`src/rtl/btn_dir_ctrl_pkg.sv`:
```
// Shared game package: one-hot direction encodings used by the button
// controller, game logic and drawing, plus the button index map and the
// direction priority resolver.
package btn_dir_ctrl_pkg;

    // One-hot requested direction, bit3=up .. bit0=right.
    typedef enum logic [3:0] {
        DIR_NONE  = 4'b0000,
        DIR_RIGHT = 4'b0001,
        DIR_LEFT  = 4'b0010,
        DIR_DOWN  = 4'b0100,
        DIR_UP    = 4'b1000
    } dir_e;

    // Bit positions inside the 5-bit button vectors {u,d,l,r,c}.
    localparam int BTN_N = 5;
    localparam int BTN_U = 4;
    localparam int BTN_D = 3;
    localparam int BTN_L = 2;
    localparam int BTN_R = 1;
    localparam int BTN_C = 0;

    // Resolve this cycle's direction presses {u,d,l,r} into the next
    // requested direction. Priority is up > down > left > right; with no
    // direction press the current request is kept.
    function automatic dir_e dir_from_press(input logic [3:0] press, input dir_e cur);
        dir_e res;
        if (press[3]) begin
            res = DIR_UP;
        end else if (press[2]) begin
            res = DIR_DOWN;
        end else if (press[1]) begin
            res = DIR_LEFT;
        end else if (press[0]) begin
            res = DIR_RIGHT;
        end else begin
            res = cur;
        end
        return res;
    endfunction

endpackage

```
`src/rtl/btn_debounce.sv`:
```
// Single-button conditioner: 2-flop synchronizer, debounce counter and
// registered level/rising-edge pulse.
// Ports:
//   clk, rst   : clock, synchronous active-high reset
//   btn        : raw asynchronous button, active-high
//   level      : debounced level
//   press      : one-cycle pulse on the edge where level rises
module btn_debounce #(
    parameter int DB_CYCLES = 16,
    parameter int DB_W      = 16
) (
    input  logic clk,
    input  logic rst,
    input  logic btn,
    output logic level,
    output logic press
);

    // Terminal count: the DB_CYCLES-th consecutive mismatching sample.
    localparam logic [DB_W-1:0] CNT_LAST = DB_W'(DB_CYCLES - 1);

    logic [1:0]      sync_r;
    logic [DB_W-1:0] cnt_r;
    logic            level_r;
    logic            press_r;

    // Synchronizer, mismatch counter and level/pulse registers.
    always_ff @(posedge clk) begin
        if (rst) begin
            sync_r  <= 2'b00;
            cnt_r   <= {DB_W{1'b0}};
            level_r <= 1'b0;
            press_r <= 1'b0;
        end else begin
            sync_r <= {sync_r[0], btn};
            if (sync_r[1] != level_r) begin
                if (cnt_r == CNT_LAST) begin
                    // Mismatch held long enough: accept it and restart.
                    level_r <= ~level_r;
                    cnt_r   <= {DB_W{1'b0}};
                    press_r <= ~level_r;
                end else begin
                    cnt_r   <= cnt_r + DB_W'(1);
                    press_r <= 1'b0;
                end
            end else begin
                // Any agreeing sample is a bounce: counting restarts.
                cnt_r   <= {DB_W{1'b0}};
                press_r <= 1'b0;
            end
        end
    end

    assign level = level_r;
    assign press = press_r;

endmodule

```
`src/rtl/btn_dir_ctrl.sv`:
```
// Push-button front end for the game: debounces the five buttons, keeps a
// sticky one-hot requested direction and a pause flag toggled by centre.
// Ports:
//   clk, rst                     : clock, synchronous active-high reset
//   btn_u/d/l/r/c                : raw asynchronous buttons, active-high
//   btn_level[4:0]               : debounced levels {u,d,l,r,c}
//   btn_press[4:0]               : rising-edge pulses, same order
//   dir_req[3:0]                 : sticky one-hot direction {up,down,left,right}
//   dir_new                      : one-cycle pulse when dir_req changes
//   paused                       : pause flag
module btn_dir_ctrl
    import btn_dir_ctrl_pkg::*;
#(
    parameter int DB_CYCLES = 16,
    parameter int DB_W      = 16
) (
    input  logic       clk,
    input  logic       rst,
    input  logic       btn_u,
    input  logic       btn_d,
    input  logic       btn_l,
    input  logic       btn_r,
    input  logic       btn_c,
    output logic [4:0] btn_level,
    output logic [4:0] btn_press,
    output logic [3:0] dir_req,
    output logic       dir_new,
    output logic       paused
);

    logic [BTN_N-1:0] btn_raw_s;
    logic [BTN_N-1:0] btn_level_s;
    logic [BTN_N-1:0] btn_press_s;
    dir_e             dir_nxt_s;
    dir_e             dir_req_r;
    logic             dir_new_r;
    logic             paused_r;

    assign btn_raw_s = {btn_u, btn_d, btn_l, btn_r, btn_c};

    for (genvar i = 0; i < BTN_N; i++) begin : g_btn
        btn_debounce #(
            .DB_CYCLES (DB_CYCLES),
            .DB_W      (DB_W)
        ) u_debounce (
            .clk   (clk),
            .rst   (rst),
            .btn   (btn_raw_s[i]),
            .level (btn_level_s[i]),
            .press (btn_press_s[i])
        );
    end

    // Next requested direction from this cycle's direction presses.
    always_comb begin
        dir_nxt_s = dir_from_press(btn_press_s[BTN_U:BTN_R], dir_req_r);
    end

    // Direction request, change pulse and pause flag registers.
    always_ff @(posedge clk) begin
        if (rst) begin
            dir_req_r <= DIR_NONE;
            dir_new_r <= 1'b0;
            paused_r  <= 1'b0;
        end else begin
            dir_req_r <= dir_nxt_s;
            // Re-pressing the held direction is not a change.
            dir_new_r <= (dir_nxt_s != dir_req_r);
            paused_r  <= paused_r ^ btn_press_s[BTN_C];
        end
    end

    assign btn_level = btn_level_s;
    assign btn_press = btn_press_s;
    assign dir_req   = dir_req_r;
    assign dir_new   = dir_new_r;
    assign paused    = paused_r;

endmodule

```
`config.mk`:
```
export PLATFORM = sky130hd
export DESIGN_NAME = btn_dir_ctrl
export DESIGN_NICKNAME = d
export VERILOG_FILES = /design/src/rtl/btn_dir_ctrl_pkg.sv /design/src/rtl/btn_debounce.sv /design/src/rtl/btn_dir_ctrl.sv
export SDC_FILE = /design/constraint.sdc
export NUM_CORES = 1
export LEC_CHECK = 0
export CAP_MARGIN = 20
export CORE_MARGIN = 2
export CORE_UTILIZATION = 65
export CTS_BUF_LIST = sky130_fd_sc_hd__clkbuf_4 sky130_fd_sc_hd__clkbuf_8
export CTS_CLUSTER_DIAMETER = 150
export DETAILED_ROUTE_END_ITERATION = 8
export DONT_BUFFER_PORTS = 1
export GPL_TIMING_DRIVEN = 0
export PLACE_DENSITY = 0.78
export SYNTH_ARGS = -nofsm -noshare
export SYNTH_HDL_FRONTEND = slang
export SYNTH_HIERARCHICAL = 1
export SYNTH_SLANG_ARGS = --single-unit
```
`constraint.sdc`:
```
create_clock -name clk -period 1.98 [get_ports clk]
set_input_delay 0.396 -clock clk [delete_from_list [all_inputs] [get_ports clk]]
set_output_delay 0.396 -clock clk [all_outputs]
set_load 0.05 [all_outputs]
```
==> results of run 1 <==
-- cells by family after synthesis --
logic type,count (synthesis),share of synthesized area
AND/OR/NAND/NOR,266,0.318
flip-flops,106,0.461
XOR/XNOR,76,0.145
buffers and inverters,23,0.0394
AO/OA/AOI/OAI,8,0.0120
multiplexers,5,0.0109
adder cells (fa/ha/maj),5,0.0136
-- how the worst max path moves through the flow --
stage | slack, ps | endpoint
3_5_place_dp | 260 | g_btn[3].u_debounce/cnt_r[10]$_SDFF_PP0_
5_1_grt | 100 | g_btn[0].u_debounce/cnt_r[0]$_SDFF_PP0_
4_1_cts | 230 | g_btn[3].u_debounce/cnt_r[14]$_SDFF_PP0_
2_1_floorplan | 550 | dir_new$_SDFF_PP0_
3_3_place_gp | 320 | g_btn[2].u_debounce/cnt_r[14]$_SDFF_PP0_
6_report | 190 | g_btn[3].u_debounce/cnt_r[14]$_SDFF_PP0_
-- placed cells by master (no fill, tap or decap), types with 10 or more instances in the layout --
cell      count
nand4_1      25
nor4_1       37
clkbuf_8     14
nor2_1       76
xnor2_1      61
inv_1        12
nor3_1       26
xor2_1       15
and3_1       10
nor2b_1      10
nand3_1      25
dfxtp_1     106
nand2_1      16
nor2_2       16
-- stage by stage --
stage / std cells / power (mW) / utilization
2_1_floorplan: 489 / 2.23 / -
5_1_grt: 601 / 3.67 / 0.721
3_5_place_dp: 585 / 2.24 / 0.691
4_1_cts: 601 / 3.60 / 0.721
3_3_place_gp: 585 / 2.24 / 0.691
6_report: 601 / 3.55 / 0.721
-- power groups by stage --
stage | logic (mW) | clock network [mW] | registers (mW)
4_1_cts | 0.0386 | 1.41 | 2.15
3_5_place_dp | 0.0385 | 0 | 2.20
5_1_grt | 0.0426 | 1.48 | 2.15
6_report | 0.0382 | 1.36 | 2.15
3_3_place_gp | 0.0377 | 0 | 2.20
2_1_floorplan | 0.0322 | 0 | 2.20
-- per-layer routing --
layer,up-vias,global-route usage
met5,-,0
met4,0,0.0620
met3,6,0.0848
met2,67,0.357
met1,1558,0.294
li1,1726,-
-- state kept, by name, summed over array words and instances, names as in the netlist --
signal                   cells
g_btn.u_debounce/cnt_r      80
dir_req                      4
paused                       1
g_btn.u_debounce/sync_r     10
dir_new                      1
g_btn.u_debounce/level       5
g_btn.u_debounce/press       5
-- layout make-up --
class,instances,share of cell area
buffer,11,0.0277
clock buffer,9,0.0251
clock inverter,7,0.0170
inverter,12,0.00914
multi-input combinational,360,0.466
sequential,106,0.431
tap,96,0.0244
==> parameters.txt, run 1 <==
Parameter                              Value

Status
  Status ... complete, no violations

Synthesis
  Proportion of synthesized chip area in sequential cells ... 0.461
  Fraction of synthesized cell area taken by the top area cell type ... 0.461
  Syn Area/Cell ... between 9 and 10 µm²
  Netlist area before placement ... 4600 µm²
  Yosys reg bits ... 106
  Number of enable-type register cells in the synthesized netlist ... 0
  Flip-flop cell with the highest count after synthesis ... dfxtp_1
  Synth Instances ... around 490
  Top cell type by total area after synthesis ... dfxtp_1
  Post-synth top cells ... dfxtp_1 (106), nor2_1 (76), xnor2_1 (61), nor4_1 (37), nor3_1 (26)
  Leading post-synthesis cells by cell area ... dfxtp_1 (46%), xnor2_1 (12%), nor2_1 (6.2%), nor4_1 (5.0%), nand4_1 (3.4%)
  Most frequently used cell type in the post-synthesis netlist ... dfxtp_1
  Netlist cell types ... 30
  Ys Warns ... 6
  Post-synthesis async set-or-reset flop share ... 0
  Number of nets produced by synthesis ... approximately 500

Clock network
  Master cell of the clock root buffer ... clkbuf_8
  Clock sink total ... between 100 and 150
  Post-cts gate resize count ... 0
  Insertion delay to the later sink of the worst-skew pair ... approximately 370 ps
  Depth of the CTS H-tree ... 3
  TritonCTS clock tree ... built
  Setup fix buffers added after clock tree synthesis ... 0
  Count of hold-fix buffers inserted at cts ... 0
  Clock Pin Slew Worst Setup and Hold Paths ... about 110 ps
  CTS max path bufs ... 2
  CTS Buf Count ... 9

Finish
  Layout overhead on the synthesized area ... 7.13%
  Count of inserted antenna diode cells ... 0
  Post-layout nets ... about 510
  Final instance area ... between 4000 and 5000 µm²
  Area used by multi-input combinational logic ... 2300 µm²
  Share of layout cells above drive strength 1 ... 0.107
  Sequential cell area ... roughly 2100 µm²
  Filler instances ... approximately 540

Die
  I/O Pins ... 23
  Overall die area ... 7770 µm²
  Chip Width ... about 88 µm
  Core region area ... about 7000 µm²
  Starting density of the core ... 0.673
  Total number of placement rows ... 30
  Die height ... 88.1 µm

Power
  Power density of the placed cells ... between 700 and 800 nW/µm²
  Combinational share of power ... 0.011
  Internal power component ... approximately 2.8 mW
  Flop pwr share ... 0.606
  Leakage Power ... between 1.5 and 2 nW
  Power dissipated by switching net loads ... 0.780 mW
  Net switching fraction of the power ... 0.220
  Power share of the clock group ... 0.383
  Peak supply drop ... approximately 0.00066 V

Worst setup path
  Cells along the critical path ... ha_1, and3_1, nand4_1, nand2_2, clkbuf_8, nor2_1
  Launching element type of the critical path ... flop
  Reg2Reg Capture Point ... g_btn[3].u_debounce/cnt_r[14]$_SDFF_PP0_
  R2r setup slk ... ~190 ps
  Worst EP arrival ... 2050 ps
  Critical path's slowest cell ... dfxtp_1
  Slowest Stage Delay on Critical Path ... 400 ps
  Count of cell instances traversed by the critical path ... 6
  Length in cells of the worst reg-to-reg path ... 6
  Beginning of the worst register-to-register path ... g_btn[3].u_debounce/cnt_r[0]$_SDFF_PP0_
  Path type of the worst setup path ... reg -> reg
  Kind of capture point of the worst setup path ... flop
  Worst setup path start ... g_btn[3].u_debounce/cnt_r[0]$_SDFF_PP0_
  Delay-heaviest family, CP ... simple AND/OR/NAND/NOR gates
  Worst path buffer plus inverter count ... 1
  Critical Path RT ... between 2000 and 2500 ps
  Maximum fanout count along the critical path ... 10

Global route
  All-layer global routing usage ... 0.226
  Wire length of the first global-routing pass ... 14000 µm
  Maximum number of pins on one net before global-route repair ... 37
  GRT Residual Overflow ... 0
  Number of global-route vias before repair ... about 3200
  Antenna violations before repair ... 0

Route
  Iteration count of the initial detailed-routing pass ... 4
  DRC marker count from the first detailed-route iteration ... 156
  Detailed-route DRC error count ... 0
  Detailed-route wire length on metal 1 ... ~3900 µm
  Routed vias ... approximately 3400
  Highest metal layer with signal wires ... met4
  Per-cell routed wire length ... between 10 and 15 µm
  Total Routed Length ... 8180 µm
  Via density ... between 5 and 6
  Met3 wire length ... just under 500 µm
  Remaining number of nets flagged by the antenna check after routing ... 0
  Detailed-routed wire length on met2 ... around 3700 µm

Timing
  Setup repair after global routing missed its margin ... no
  Hold violation count in the final report ... 0
  Fin. max-slew vios ... 0
  Worst slew pin tran ... between 700 and 800 ps
  Clock period minus worst slack ... between 1500 and 2000 ps
  Post-route clock skew ... ~11 ps
  Final Cycle Share ... 0.904
  Post-route worst hold slack ... roughly 83 ps
  Final sum of negative setup slack ... 0 ps
  Upper clock frequency limit ... between 500 and 600 MHz
  Number of endpoints failing setup at the final stage ... 0
  Relative slew margins ... 0.500
  Final critical-path setup slack ... 190 ps

Hold path
  Number of cells on the worst hold path ... 1
  Classification of the worst-slack hold path ... in -> reg
  Hold Startpoint ... rst
  Endpoint of the worst hold-timing path ... g_btn[4].u_debounce/sync_r[1]$_SDFF_PP0_

Placed design
  Cell area reported after detailed placement ... between 4000 and 5000 µm²
  Final HPWL from detailed placement ... around 5700 µm
  Number of buffers added on ports ... 0
  Worst slack after detailed placement ... ~260 ps
  Routability congestion estimate from global placement ... 0.879

Flow run
  Maximum Capacitance Violations ... 0
(Power assumes the default switching activity.)
==> inputs of run 2 (changes only) <==
--- a/config.mk
+++ b/config.mk
@@ -5,6 +5,7 @@
 export SDC_FILE = /design/constraint.sdc
 export NUM_CORES = 1
 export LEC_CHECK = 0
+export ABC_CLOCK_PERIOD_IN_PS = 1980
 export CAP_MARGIN = 20
 export CORE_MARGIN = 2
 export CORE_UTILIZATION = 65
@@ -14,6 +15,7 @@
 export DONT_BUFFER_PORTS = 1
 export GPL_TIMING_DRIVEN = 0
 export PLACE_DENSITY = 0.78
+export SLEW_MARGIN = 5
 export SYNTH_ARGS = -nofsm -noshare
 export SYNTH_HDL_FRONTEND = slang
 export SYNTH_HIERARCHICAL = 1
==> results of run 2 <==
Final layout, timing and power as in run 1 (identical DEF).
==> inputs of run 3 (changes only) <==
--- a/config.mk
+++ b/config.mk
@@ -8,13 +8,13 @@
 export ABC_CLOCK_PERIOD_IN_PS = 1980
 export CAP_MARGIN = 20
 export CORE_MARGIN = 2
-export CORE_UTILIZATION = 65
+export CORE_UTILIZATION = 35
 export CTS_BUF_LIST = sky130_fd_sc_hd__clkbuf_4 sky130_fd_sc_hd__clkbuf_8
 export CTS_CLUSTER_DIAMETER = 150
 export DETAILED_ROUTE_END_ITERATION = 8
 export DONT_BUFFER_PORTS = 1
 export GPL_TIMING_DRIVEN = 0
-export PLACE_DENSITY = 0.78
+export PLACE_DENSITY = 0.46
 export SLEW_MARGIN = 5
 export SYNTH_ARGS = -nofsm -noshare
 export SYNTH_HDL_FRONTEND = slang
==> run 3 against run 2 <==
Clock power fell by 7%. Register-to-register slack improved by 30 ps. First-iteration DRC count fell by 7.1%. Total power fell by 2.6%. Worst hold slack got worse by 8.9 ps. Non-clock buffer count is the same. Fmax up 1.7%. Combinational power about the same. Routed wire length up 7.2%. Clock skew is 3.0 ps lower.
==> parameters.txt, run 3 (same netlist as run 1, synthesis figures left out) <==
Parameter                              Value

Global route
  GRT Residual Overflow ... 0 (unchanged)
  Maximum number of pins on one net before global-route repair ... 37 (unchanged)
  Wire length of the first global-routing pass ... 15100 µm (+8.1%)
  All-layer global routing usage ... 0.133 (-0.0936)
  Antenna violations before repair ... 1 (+1)
  Number of global-route vias before repair ... 3124 (-0.89%)

Clock network
  Post-cts gate resize count ... 0 (unchanged)
  Depth of the CTS H-tree ... 3 (unchanged)
  Count of hold-fix buffers inserted at cts ... 0 (unchanged)
  Insertion delay to the later sink of the worst-skew pair ... 380 ps (about the same)
  Master cell of the clock root buffer ... clkbuf_8
  Clock sink total ... 106 (unchanged)
  Setup fix buffers added after clock tree synthesis ... 0 (unchanged)
  Clock Pin Slew Worst Setup and Hold Paths ... 100 ps (about the same)
  CTS max path bufs ... 2 (unchanged)
  CTS Buf Count ... 9 (unchanged)
  TritonCTS clock tree ... built

Finish
  Most flop-heavy register ... g_btn.u_debounce/cnt_r
  Share of layout cells above drive strength 1 ... 0.107 (unchanged)
  Area used by multi-input combinational logic ... 2300 µm² (unchanged)
  Most used cells in the layout excluding fill and tap cells ... dfxtp_1 (106), nor2_1 (76), xnor2_1 (61), nor4_1 (37), nor3_1 (26)
  Sequential cell area ... 2120 µm² (unchanged)
  Most common cell after layout, fill and taps aside ... dfxtp_1
  Filler instances ... 1366 (+150%)
  Final instance area ... 5000 µm² (+1.5%)
  Flip-flop count of the largest register after layout ... 80 (unchanged)
  Top flop regs ... g_btn.u_debounce/cnt_r x80, g_btn.u_debounce/sync_r x10
  Post-layout nets ... 512 (unchanged)
  Layout overhead on the synthesized area ... 8.71%

Timing
  Relative slew margins ... 0.485 (-0.0151)
  Post-route clock skew ... 8.35 ps (-3.05 ps)
  Fin. max-slew vios ... 0 (unchanged)
  Number of endpoints failing setup at the final stage ... 0 (unchanged)
  Clock period minus worst slack ... 1760 ps (-30.3 ps)
  Setup repair after global routing missed its margin ... no
  Final sum of negative setup slack ... 0 ps (unchanged)
  Upper clock frequency limit ... 568 MHz (+1.7%)
  Hold violation count in the final report ... 0 (unchanged)
  Final Cycle Share ... 0.889 (-0.0153)
  Worst slew pin tran ... 771 ps (+22.6 ps)

Die
  Overall die area ... 14100 µm² (+81%)
  I/O Pins ... 23 (unchanged)
  Core region area ... 12700 µm² (+86%)
  Chip Width ... 119 µm (+35%)
  Die height ... 119 µm (+35%)
  Total number of placement rows ... 41 (+37%)
  Starting density of the core ... 0.362 (-0.312)

Placed design
  Routability congestion estimate from global placement ... 0.759 (-14%)
  Cell area reported after detailed placement ... 4810 µm² (+2.0%)
  Final HPWL from detailed placement ... 6060 µm (+7.1%)
  Number of buffers added on ports ... 0 (unchanged)

Power
  Leakage Power ... 1.54 nW (-1.2%)
  Peak supply drop ... 0.000430 V (-35%)
  Power density of the placed cells ... 691 nW/µm² (-4.0%)

Hold path
  Classification of the worst-slack hold path ... in -> reg

Flow run
  Maximum Capacitance Violations ... 0 (unchanged)

Route
  DRC marker count from the first detailed-route iteration ... 145 (-7.1%)
  Remaining number of nets flagged by the antenna check after routing ... 0 (unchanged)
  Via density ... 4.90 (-12%)
  Total Routed Length ... 8760 µm (+7.2%)
  Routed vias ... 3325 (-0.95%)
  Per-cell routed wire length ... 12.9 µm (-5.0%)
  Detailed-route DRC error count ... 0 (unchanged)
  Iteration count of the initial detailed-routing pass ... 5 (+1)

Worst setup path
  Kind of capture point of the worst setup path ... flop
  Worst EP arrival ... 2030 ps (-20 ps)
  Maximum fanout count along the critical path ... 10 (unchanged)
  Critical Path RT ... 2250 ps (about the same)
  Path type of the worst setup path ... reg -> reg
  Launching element type of the critical path ... flop

Status
  Status ... complete, no violations
## run 3: changes by cell type in the layout (fill, tap and decap cells not counted)
cell	previous run	this run
inv_6	3	1
diode_2	0	1
clkinvlp_4	1	3
bufinv_16	1	0
clkbuf_4	0	1
## run 3: through the flow
step	cells	worst slack [ps]	hold slack, ps	utilization	total power [mW]
3_3_place_gp	661	248	417	0.378	2.24
6_report	678	220	74.6	0.393	3.46
4_1_cts	677	240	45.0	0.393	3.53
2_1_floorplan	489	549	414	-	2.23
5_1_grt	678	78.0	25.6	0.393	3.63
3_5_place_dp	661	242	426	0.378	2.24
## run 3: where the power goes
part           leakage [nW]  switching (mW)  internal [mW]
clock                0.0845           0.779          0.487
sequential            0.856         0.00820           2.14
combinational         0.595          0.0205         0.0181
total                  1.54           0.808           2.65
## run 3: routing by layer
layer  vias up  GRT usage  wire length [µm]
met1      1542      0.165              4200
met5         -          0                 0
met2        46      0.200              3900
met3         8     0.0637               520
li1       1729          -                 -
met4         0     0.0446               142
## run 3: final cells by class
class,instances,share of cell area
Antenna cell,1,0.000501
Buffer,11,0.0273
Clock buffer,10,0.0263
Clock inverter,6,0.0103
Inverter,12,0.00901
Multi-Input combinational cell,360,0.459
Sequential cell,106,0.424
Tap cell,172,0.0430
## run 3: final timing paths
| check | start | endpoint | slack (ps) | cells past startpoint |
|---|---|---|---|---|
| setup / recovery | g_btn[3].u_debounce/cnt_r[0]$_SDFF_PP0_ | g_btn[3].u_debounce/cnt_r[10]$_SDFF_PP0_ | 220 | 6 |
| hold / removal | rst | g_btn[0].u_debounce/level$_SDFFE_PP0P_ | 70 | 1 |
| setup reg to reg | g_btn[3].u_debounce/cnt_r[0]$_SDFF_PP0_ | g_btn[3].u_debounce/cnt_r[10]$_SDFF_PP0_ | 220 | 6 |
| hold reg to reg | g_btn[2].u_debounce/sync_r[0]$_SDFF_PP0_ | g_btn[2].u_debounce/sync_r[1]$_SDFF_PP0_ | 440 | 1 |
## run 3: worst max-delay path, stage by stage (launching register included)
cell and delay, ps:
dfxtp_1 420, ha_1 220, and3_1 280, nand4_1 270
nand2_2 210, clkbuf_8 190, nor2_1 50
